<file path="src/rtl/csadd_pkg.sv">
// Shared definitions for the pipelined carry-select adder/subtractor.
// Operation codes, segment-width helper and the per-stage control record.
package csadd_pkg;

    localparam logic OP_ADD = 1'b0;
    localparam logic OP_SUB = 1'b1;

    function automatic int csadd_seg_w(input int width, input int stages);
        return width / stages;
    endfunction

    typedef struct packed {
        logic vld;
        logic carry;
    } csadd_ctl_t;

endpackage

</file>
<file path="src/rtl/csel_seg.sv">
// Combinational carry-select segment: both carry hypotheses are summed in
// parallel and the incoming carry picks one.
module csel_seg #(
    parameter int SEG_W = 8
) (
    input  logic [SEG_W-1:0] a,
    input  logic [SEG_W-1:0] b,
    input  logic             cin,
    output logic [SEG_W-1:0] sum,
    output logic             cout,
    output logic             cmsb
);

    logic [SEG_W:0] sum_c0;
    logic [SEG_W:0] sum_c1;

    assign sum_c0 = {1'b0, a} + {1'b0, b};
    assign sum_c1 = {1'b0, a} + {1'b0, b} + (SEG_W + 1)'(1);

    assign {cout, sum} = cin ? sum_c1 : sum_c0;

    // Carry into the top bit, recovered from the selected sum bit.
    assign cmsb = sum[SEG_W-1] ^ a[SEG_W-1] ^ b[SEG_W-1];

endmodule

</file>
<file path="src/rtl/csadd_pipe.sv">
// Pipelined carry-select adder/subtractor, one SEG-bit segment per stage,
// valid/ready streaming with full-pipe stall. Optional CSADD_PIPE_SAT_EN saturates on overflow.
module csadd_pipe
    import csadd_pkg::*;
#(
    parameter int WIDTH  = 32,
    parameter int STAGES = 4
) (
    input  logic             clk,
    input  logic             rst_n,
    input  logic             in_valid,
    output logic             in_ready,
    input  logic [WIDTH-1:0] in_a,
    input  logic [WIDTH-1:0] in_b,
    input  logic             in_sub,
    input  logic             in_cin,
    output logic             out_valid,
    input  logic             out_ready,
    output logic [WIDTH-1:0] out_sum,
    output logic             out_cout,
    output logic             out_ovf
);

    localparam int SEG  = csadd_seg_w(WIDTH, STAGES);
    localparam int LAST = STAGES - 1;

    csadd_ctl_t       ctl_p    [STAGES];
    logic [WIDTH-1:0] sum_p    [STAGES];
    logic [WIDTH-1:0] a_p      [STAGES];
    logic [WIDTH-1:0] b_p      [STAGES];
    logic             ovf_p;

    logic [WIDTH-1:0] a_src    [STAGES];
    logic [WIDTH-1:0] b_src    [STAGES];
    logic [WIDTH-1:0] sum_src  [STAGES];
    logic [WIDTH-1:0] sum_nxt  [STAGES];
    logic             cin_src  [STAGES];
    logic             vld_src  [STAGES];
    logic [SEG-1:0]   seg_sum  [STAGES];
    logic             seg_cout [STAGES];
    logic             seg_cmsb [STAGES];

    logic             stall;
    logic             advance;
    logic [WIDTH-1:0] b_eff;
    logic             cin_eff;
    logic             ovf_nxt;
    logic [WIDTH-1:0] out_nxt;

`ifdef CSADD_PIPE_SAT_EN
    // Positive overflow clamps to the max, negative to the min.
    function automatic logic [WIDTH-1:0] sat_limit(input logic sign);
        return {sign, {(WIDTH-1){~sign}}};
    endfunction
`endif

    assign stall    = ctl_p[LAST].vld & ~out_ready;
    assign advance  = ~stall;
    assign in_ready = advance;

    assign b_eff   = (in_sub == OP_SUB) ? ~in_b : in_b;
    assign cin_eff = (in_sub == OP_ADD) ? in_cin : 1'b1;

    for (genvar k = 0; k < STAGES; k++) begin : g_stage
        if (k == 0) begin : g_src
            assign a_src[k]   = in_a;
            assign b_src[k]   = b_eff;
            assign sum_src[k] = '0;
            assign cin_src[k] = cin_eff;
            assign vld_src[k] = in_valid & in_ready;
        end else begin : g_src
            assign a_src[k]   = a_p[k-1];
            assign b_src[k]   = b_p[k-1];
            assign sum_src[k] = sum_p[k-1];
            assign cin_src[k] = ctl_p[k-1].carry;
            assign vld_src[k] = ctl_p[k-1].vld;
        end

        csel_seg #(
            .SEG_W (SEG)
        ) u_seg (
            .a    (a_src[k][SEG-1:0]),
            .b    (b_src[k][SEG-1:0]),
            .cin  (cin_src[k]),
            .sum  (seg_sum[k]),
            .cout (seg_cout[k]),
            .cmsb (seg_cmsb[k])
        );

        // Finished segments enter at the top and shift down, so after the
        // last stage the sum sits fully aligned.
        assign sum_nxt[k] = (sum_src[k] >> SEG) | (WIDTH'(seg_sum[k]) << (WIDTH - SEG));
    end

    assign ovf_nxt = seg_cmsb[LAST] ^ seg_cout[LAST];

`ifdef CSADD_PIPE_SAT_EN
    assign out_nxt = ovf_nxt ? sat_limit(a_src[LAST][SEG-1]) : sum_nxt[LAST];
`else
    assign out_nxt = sum_nxt[LAST];
`endif

    // ---- stage registers p0..p(STAGES-1); the last one is the output register
    always_ff @(posedge clk or negedge rst_n) begin
        if (!rst_n) begin
            for (int k = 0; k < STAGES; k++) begin
                ctl_p[k] <= '0;
                sum_p[k] <= '0;
                a_p[k]   <= '0;
                b_p[k]   <= '0;
            end
            ovf_p <= 1'b0;
        end else if (advance) begin
            for (int k = 0; k < STAGES; k++) begin
                ctl_p[k].vld   <= vld_src[k];
                ctl_p[k].carry <= seg_cout[k];
                sum_p[k]       <= (k == LAST) ? out_nxt : sum_nxt[k];
                a_p[k]         <= a_src[k] >> SEG;
                b_p[k]         <= b_src[k] >> SEG;
            end
            ovf_p <= ovf_nxt;
        end
    end

    assign out_valid = ctl_p[LAST].vld;
    assign out_sum   = sum_p[LAST];
    assign out_cout  = ctl_p[LAST].carry;
    assign out_ovf   = ovf_p;

endmodule

</file>
<file path="config.mk">
export PLATFORM = sky130hd
export DESIGN_NAME = csadd_pipe
export DESIGN_NICKNAME = d
export VERILOG_FILES = /design/src/rtl/csadd_pkg.sv /design/src/rtl/csel_seg.sv /design/src/rtl/csadd_pipe.sv
export SDC_FILE = /design/constraint.sdc
export NUM_CORES = 1
export LEC_CHECK = 0
export CORE_UTILIZATION = 35
export DETAILED_ROUTE_END_ITERATION = 10
export PLACE_DENSITY = 0.57
export REMOVE_ABC_BUFFERS = 1
export SYNTH_ARGS = -nofsm -noshare
export SYNTH_HDL_FRONTEND = slang
export SYNTH_SLANG_ARGS = --single-unit
</file>
<file path="constraint.sdc">
create_clock -name clk -period 5.7 [get_ports clk]
set_clock_uncertainty 0.1 [all_clocks]
set_input_delay 0.57 -clock clk [delete_from_list [all_inputs] [get_ports clk]]
set_output_delay 0.57 -clock clk [all_outputs]
set_load 0.05 [all_outputs]
</file>
# == Yosys cells after proc, flatten, opt, wreduce, memory -nomap -nowiden ==
# Cells that the tools add are included.
# op_classes
n_addsub,8
mux,6
bitwise_logic,11
# ops
operator,count
$or A24 B32 Y32,3
$add A8 B8 Y9,4
$add A9 B1 Y9 const B,4
$mux W9,4
$mux W32,1
$not A32 Y32,1
$xor A1 B1 Y1,3
$and A1 B1 Y1,2
$not A1 Y1,2
$mux W1,1
# totals
reg_bits,209
inputBits,70

# == Longest topological paths before layout ==
# Gate-level depths: netlist of run 1.
# depth
ltp_word,6
depth_mapped,12
mapped_depth_nobuf,10

# == Cells and area by module ==
# Synthesis of run 1 repeated with hierarchy kept, for this count alone.
# unflattened
cells_unflattened,645
hier_area_um2,9332.7
# by_module_without_submodules
mod,instances,cells_each,area_per_inst_um2,seq_area_each_um2
csadd_pipe,1,430,7428.4,4629.4
csel_seg (g_stage[1].u_seg ...),3,54,478.0,0.0
csel_seg (g_stage[0].u_seg),1,53,470.5,0.0

# == Worst setup path before layout of run 1 ==
# OpenSTA, ideal clock, no wires.
# synth_timing
path_kind,input -> register
startpoint,in in_sub
endpoint,"reg ctl_p, in the netlist cin_src[2]"
arrival_ps,3209
required_time_ps,5505
setup_slack_ps,2296
path_stages,12
path_cell_list,clkbuf_1 -> clkbuf_1 -> xor2_1 -> ha_1 -> fa_1 -> a21o_1 -> a21oi_1 -> xnor2_1 -> and4_1 -> nand2b_1 -> o21a_1 -> o31ai_1
# synth_via
elab_chain_cells,4
word_cells_on_any_way,5
cone_classes,add/sub: 2; mux: 3
# synth_lines
element,line,text
from (decl),csadd_pipe.sv:15,"input logic in_sub,"
$mux W32,csadd_pipe.sv:61,assign b_eff = (in_sub == OP_SUB) ? ~in_b : in_b;
$add A8 B8 Y9,"csel_seg.sv:17, csel_seg.sv:18",
$add A9 B1 Y9,csel_seg.sv:18,"assign sum_c1 = {1'b0, a} + {1'b0, b} + (SEG_W + 1)'(1);"
$mux W9 *,csel_seg.sv:20,"assign {cout, sum} = cin ? sum_c1 : sum_c0;"
to (decl),csadd_pipe.sv:27,csadd_ctl_t ctl_p [STAGES];
# Mark *: on every way between the ends. The rest lies on a longest branch, timed or not.
# A chain may end at the register's enable or synchronous reset.

# == Worst setup path after layout of run 1 ==
# Ends and elaborated chain as after synthesis.

==> results of run 1 <==
[power by group]
group / leakage, nW / total (mW) / switching (mW) / internal [mW]
Combinational: 2.61 / 3.08 / 1.84 / 1.24
Sequential: 2.23 / 2.22 / 0.316 / 1.91
Clock: 0.296 / 1.22 / 0.511 / 0.707
[path summary, 6_finish.rpt]
kind                              endpoint  cells past startpoint  startpoint  slack, ps
worst min register to register    ctl_p[3]                      2    ctl_p[3]        360
worst max-delay path            cin_src[2]                     12      in_sub       2660
worst max register to register     out_ovf                      9     a_p[32]       2670
worst min-delay path              a_p[100]                      1       rst_n         10
max in group asynchronous          a_p[39]                      2       rst_n       4450
min in group clk                  ctl_p[3]                      2    ctl_p[3]        360
[registers in the layout, summed over array words and instances, names as in the netlist]
signal     flops
a_p           48
b_p           48
cin_src        3
ctl_p          3
out_cout       1
out_ovf        1
out_sum       32
out_valid      1
sum_p         48
[metal layers]
layer / vias to the layer above / wire length [µm] / GRT usage (%)
met5: - / 0 / 0
met3: 8 / 524 / 3.13
met4: 0 / 145 / 4.12
met1: 2956 / 8520 / 19.0
met2: 83 / 7550 / 21.7
li1: 3391 / - / -
[kinds of logic after synthesis]
group | Yosys count | share of synthesized area, %
AOI/OAI and AO/OA | 130 | 8.92
xor gates and xnor gates | 79 | 7.92
adders and majority gates | 40 | 5.96
buffers and inverters | 56 | 2.36
DFF | 185 | 52.0
muxes | 3 | 0.337
and+or+nand+nor | 501 | 22.5
[per-stage QoR]
step | total power [mW] | std cells
CTS | 6.63 | 1420
global placement | 5.31 | 1388
floorplan | 4.67 | 948
global route | 7.10 | 1420
detailed placement | 5.37 | 1388
finish | 6.52 | 1421
[final cells by class]
class                           instances  area (µm²)
Fill cell                            2598       14200
Sequential cell                       185        4630
Multi-Input combinational cell        753        4080
Timing Repair Buffer                  110        1110
Clock buffer                           19         443
Tap cell                              330         413
Clock inverter                         13         166
Inverter                               10        40.0
Antenna cell                            1        2.50
[placed cells by master (no fill, tap or decap), types with 3 or more instances in the layout]
| master | count |
|---|---|
| a21o_1 | 9 |
| nand4_1 | 9 |
| ha_1 | 36 |
| o21bai_1 | 3 |
| nor2_1 | 27 |
| nor3b_1 | 3 |
| xnor2_1 | 53 |
| mux2i_1 | 3 |
| nor4_1 | 4 |
| clkdlybuf4s50_1 | 103 |
| inv_1 | 9 |
| dfrtp_1 | 185 |
| nor3_1 | 10 |
| o21ai_0 | 12 |
| o21ai_1 | 53 |
| o21a_1 | 7 |
| or3_1 | 3 |
| nand3_1 | 6 |
| clkbuf_16 | 17 |
| fa_1 | 4 |
| a21oi_1 | 24 |
| buf_4 | 3 |
| xor2_1 | 25 |
| nor2b_1 | 3 |
| nand2_1 | 425 |
| clkinv_2 | 3 |
| bufinv_16 | 3 |
| o211ai_1 | 3 |
==> out/summary.txt, run 1 <==
Number of synthesized flops with an enable pin: 0
Setup ws final: 2660 ps
Final Cell Area: 0.0109 mm²
Crit end category: flop
Yosys cell types: 49
Remaining Overflow, GRT: 0
# nets final: 1187
Prevailing post-synth register cell: dfrtp_1
RSZ-0062 raised after global routing: no
Die ar.: 0.0261 mm²
Max Cap Viol: 0
Detailed-route DRC error count: 0
Overall routed net length: 16700 µm
Die H: 162 µm
Core box area: 0.0250 mm²
Std cell rows: 58
Pwr dens: 599 mW/mm²
RePlAce Congestion: 0.787
Pre-CTS WS: 2170 ps
DP Wirelength: 10500 µm
Pre-antenna DRT Iters: 4
Syn. warnings: 0
Max Fanout on Critical Path: 34
Max-slew headroom: 39.3%
Leak: 5.14 nW
Sequential area share after synthesis: 52.0%
Final setup fails: 0
Maximum VDD drop: 438 µV
Count of port buffers added during placement: 105
Peak Freq: 328 MHz
Clock Tree Buf Depth: 2
Critical Path Start Type: primary input
Endpoints failing hold: 0
Largest net degree at the start of global routing: 220
ANT nets after route: 0
Fin crit period: 3040 ps
Setup TNS: 0 ps
Status: completed
Initial DRC Count: 372
CP max stage delay: 490 ps
Avg WL per Cell: 11.8 µm
Main area contributors after synthesis: dfrtp_1, nand2_1, xnor2_1
Critical-path cell list: buf_2 > buf_4 > xor2_1 > ha_1 > fa_1 > a21o_1 > a21oi_1 > xnor2_1 > and4_1 > nand2b_1 > o21a_1 > o31ai_1
Final Util: 43.5%
Post-Syn Instances: 994
Worst skew pair latency: 430 ps
Crit path max-delay cell type: buf_4
Synthesized cell area: 0.00891 mm²
Post_cts resized: 0
CP arrival: 3270 ps
Area share of the largest cell type after synthesis: 52.0%
Cell taking the most area after synthesis: dfrtp_1
Vias in the first global route: 6102
Root buf cell: clkbuf_16
CTS tree: built
Tot GR Track Use: 13.8%
Die Wd: 162 µm
CP Class: primary input to flop
I/O pin cnt: 106
Via count: 6438
Initial Util: 35.6%
Req. time, crit path: 5930 ps
Most common cell in the netlist: nand2_1
Final period util: 53.4%
CP top delay family: compound AO/OA/AOI/OAI gates
Avg Cell Area, Syn: 8.96 µm²
Initial antenna violation count: 1
CTS Sinks: 185
Synth top cells by count: nand2_1, dfrtp_1, o21ai_1, xnor2_1
CTS Hold Bufs: 0
Fin. max-slew vios: 0
Post-DP Area: 0.0103 mm²
Worst hold slack: 13.5 ps
Layout cells sized above 1: 4.22%
Slew @ Worst Pin: 911 ps
Num CTS Buffers: 17
Crit path buf inv count: 2
Area Growth Syn to Fin: 22.2%
Clk slew on worst S/H paths: 70 ps
Htree depth: 4
Async SR Flop Fraction: 100%
Post-CTS Setup Bufs: 0
Worst Hold Class: primary input to asynchronous set/reset pin
First-pass GRT wire length: 29200 µm
DR vias/cell: 4.53
Register bit count reported by yosys: 185
No activity file was read; power rests on OpenSTA's default activity.
==> run 2, diff against run 1 <==
==> constraint.sdc (replaced) <==
create_clock -name clk -period 3.1 [get_ports clk]
set_clock_uncertainty 0.1 [all_clocks]
set_input_delay 0.31 -clock clk [delete_from_list [all_inputs] [get_ports clk]]
set_output_delay 0.31 -clock clk [all_outputs]
set_load 0.05 [all_outputs]
==> run 2 against run 1 <==
Effect of this change:
- critical path depth fell by 3
- sequential share of layout area fell by 0.47 points
- routed wire length rose by 3.1%
- total power rose by 89%
- global-route usage rose by 0.58 points
- final cell count rose by 0.35%
- critical path type is now flop to flop
- combinational power rose by 90%
- register-to-register slack got worse by 2500 ps
- die area did not move
- first-iteration DRC count fell by 16%
- clock power rose by 93%
==> out/summary.txt, run 2 (same netlist as run 1, synthesis figures left out) <==
Leak: 5.20 nW
Largest net degree at the start of global routing: 186
Vias in the first global route: 6520
Fin. max-slew vios: 0
Root buf cell: clkbuf_16
CTS tree: built
Tot GR Track Use: 14.4%
DP Wirelength: 11200 µm
Initial antenna violation count: 0
Pre-antenna DRT Iters: 4
Clock Tree Buf Depth: 2
CP Launch Point: a_p[32]
Antenna cells: 0
Peak Freq: 342 MHz
Via count: 6568
Max Cap Viol: 0
Initial Util: 35.6%
Pre-CTS WS: 41.8 ps
Slew @ Worst Pin: 787 ps
Worst hold start: in_a[16]
Endpoints failing hold: 0
CP Class: flop to flop
Count of port buffers added during placement: 105
CP arrival: 3170 ps
Req. time, crit path: 3340 ps
Critical Path Start Type: flop
Detailed-route DRC error count: 0
Worst skew pair latency: 430 ps
Pwr dens: 1120 mW/mm²
Final Cell Area: 0.0110 mm²
Biggest regs: a_p x48, b_p x48, sum_p x48
CTS Sinks: 185
Fillers: 2561
Area of the multi-input gates: 0.00410 mm²
Worst Hold Depth: 3
Most common cell after layout, fill and taps aside: nand2_1
DR vias/cell: 4.61
Htree depth: 4
Reg-to-reg startpoint: a_p[32]
I/O pin cnt: 106
ANT nets after route: 0
Crit end category: flop
Die ar.: 0.0261 mm²
Final period util: 94.2%
Most frequent cells in the layout: nand2_1, dfrtp_1, clkdlybuf4s50_1
Fin crit period: 2920 ps
Reg area: 0.00463 mm²
Std cell rows: 58
Post-DP Area: 0.0103 mm²
Flop-to-flop setup slack: 180 ps
Post-Place Cells: 1392
# nets final: 1193
Crit Reg-Reg Endpoint: out_ovf
Layout cells sized above 1: 5.02%
Final Power: 12.3 mW
Overall routed net length: 17300 µm
Worst Hold Class: primary input to flop
Die H: 162 µm
WHS Endpoint: a_p[104]
Area Growth Syn to Fin: 23.5%
Initial DRC Count: 314
Remaining Overflow, GRT: 0
Clk slew on worst S/H paths: 80 ps
Avg WL per Cell: 12.1 µm
Die Wd: 162 µm
Max-slew headroom: 47.5%
Final setup fails: 0
Num CTS Buffers: 17
R2r worst-path depth: 9
Core box area: 0.0250 mm²
Max Fanout on Critical Path: 3
First-pass GRT wire length: 30400 µm
Setup ws final: 179 ps
RePlAce Congestion: 0.796
Non-Filler Instances: 1426
Status: completed
Maximum VDD drop: 422 µV
run 2: cell count changes in the layout (fill, tap and decap cells not counted), sizes merged:
| cell | before | now |
|---|---|---|
| buf | 6 | 12 |
| bufinv | 3 | 4 |
| clkbuf | 20 | 19 |
| clkdlybuf4s50 | 103 | 102 |
| clkinv | 5 | 2 |
| clkinvlp | 2 | 1 |
| diode | 1 | 0 |
| dlygate4sd3 | 0 | 1 |
| inv | 13 | 17 |
run 2: where the power goes:
part	total [mW]	switching, mW	internal, mW
Combinational	5.84	3.48	2.37
Sequential	4.09	0.586	3.50
Clock	2.36	0.983	1.38
Total	12.3	5.04	7.25
run 2: worst max path at each step:
stage	endpoint	slack, ps	depth (start not counted)
after global placement	cin_src[2]	70	11
after floorplan	cin_src[0]	-10150	4
final	out_ovf	180	9
after detailed placement	cin_src[2]	40	11
after global routing	out_ovf	-10	9
after CTS	out_ovf	80	9
run 2: cell type report:
cell class	count	area share, %
tap	330	3.75
timing repair buffer	116	10.7
clock inverter	14	1.89
multi-input combinational	753	37.3
clock buffer	18	3.90
sequential	185	42.1
inverter	10	0.364
run 2: critical path, cell delays in order, from the launching register on:
cell and delay, ps:
dfrtp_1 390, ha_2 210, fa_2 370, a211oi_4 300
o21ai_2 130, a221oi_4 330, nor4b_4 280, xor2_1 210
xnor3_1 410, o21ai_1 120
run 2: per-layer routing:
metal  routed length [µm]  GRT usage (%)  vias to the layer above  share of wire (%)
li1                     -              -                     3405                  -
met1                 8450           18.8                     3066                 49
met2                 8120           24.0                       87                 47
met3                  536           3.26                       10                3.1
met4                  163           4.03                        0               0.94
met5                    0              0                        -                  0
run 2: timing repair:
action / 4_1_cts / 5_1_grt
resized for setup: 0 / 5
hold buffers: 1 / 0
buffers inserted: 0 / 1
setup endpoints to repair: 0 / 1
endpoints found under the hold margin: 74 / 0
run 2: metrics by stage:
step	setup TNS, ps	hold slack (ps)	util [%]
3_5_place_dp	0	294	41.2
2_1_floorplan	-1619530	-85.6	-
6_report	0	306	43.9
3_3_place_gp	0	295	41.2
5_1_grt	-9.81	305	43.9
4_1_cts	0	284	43.8
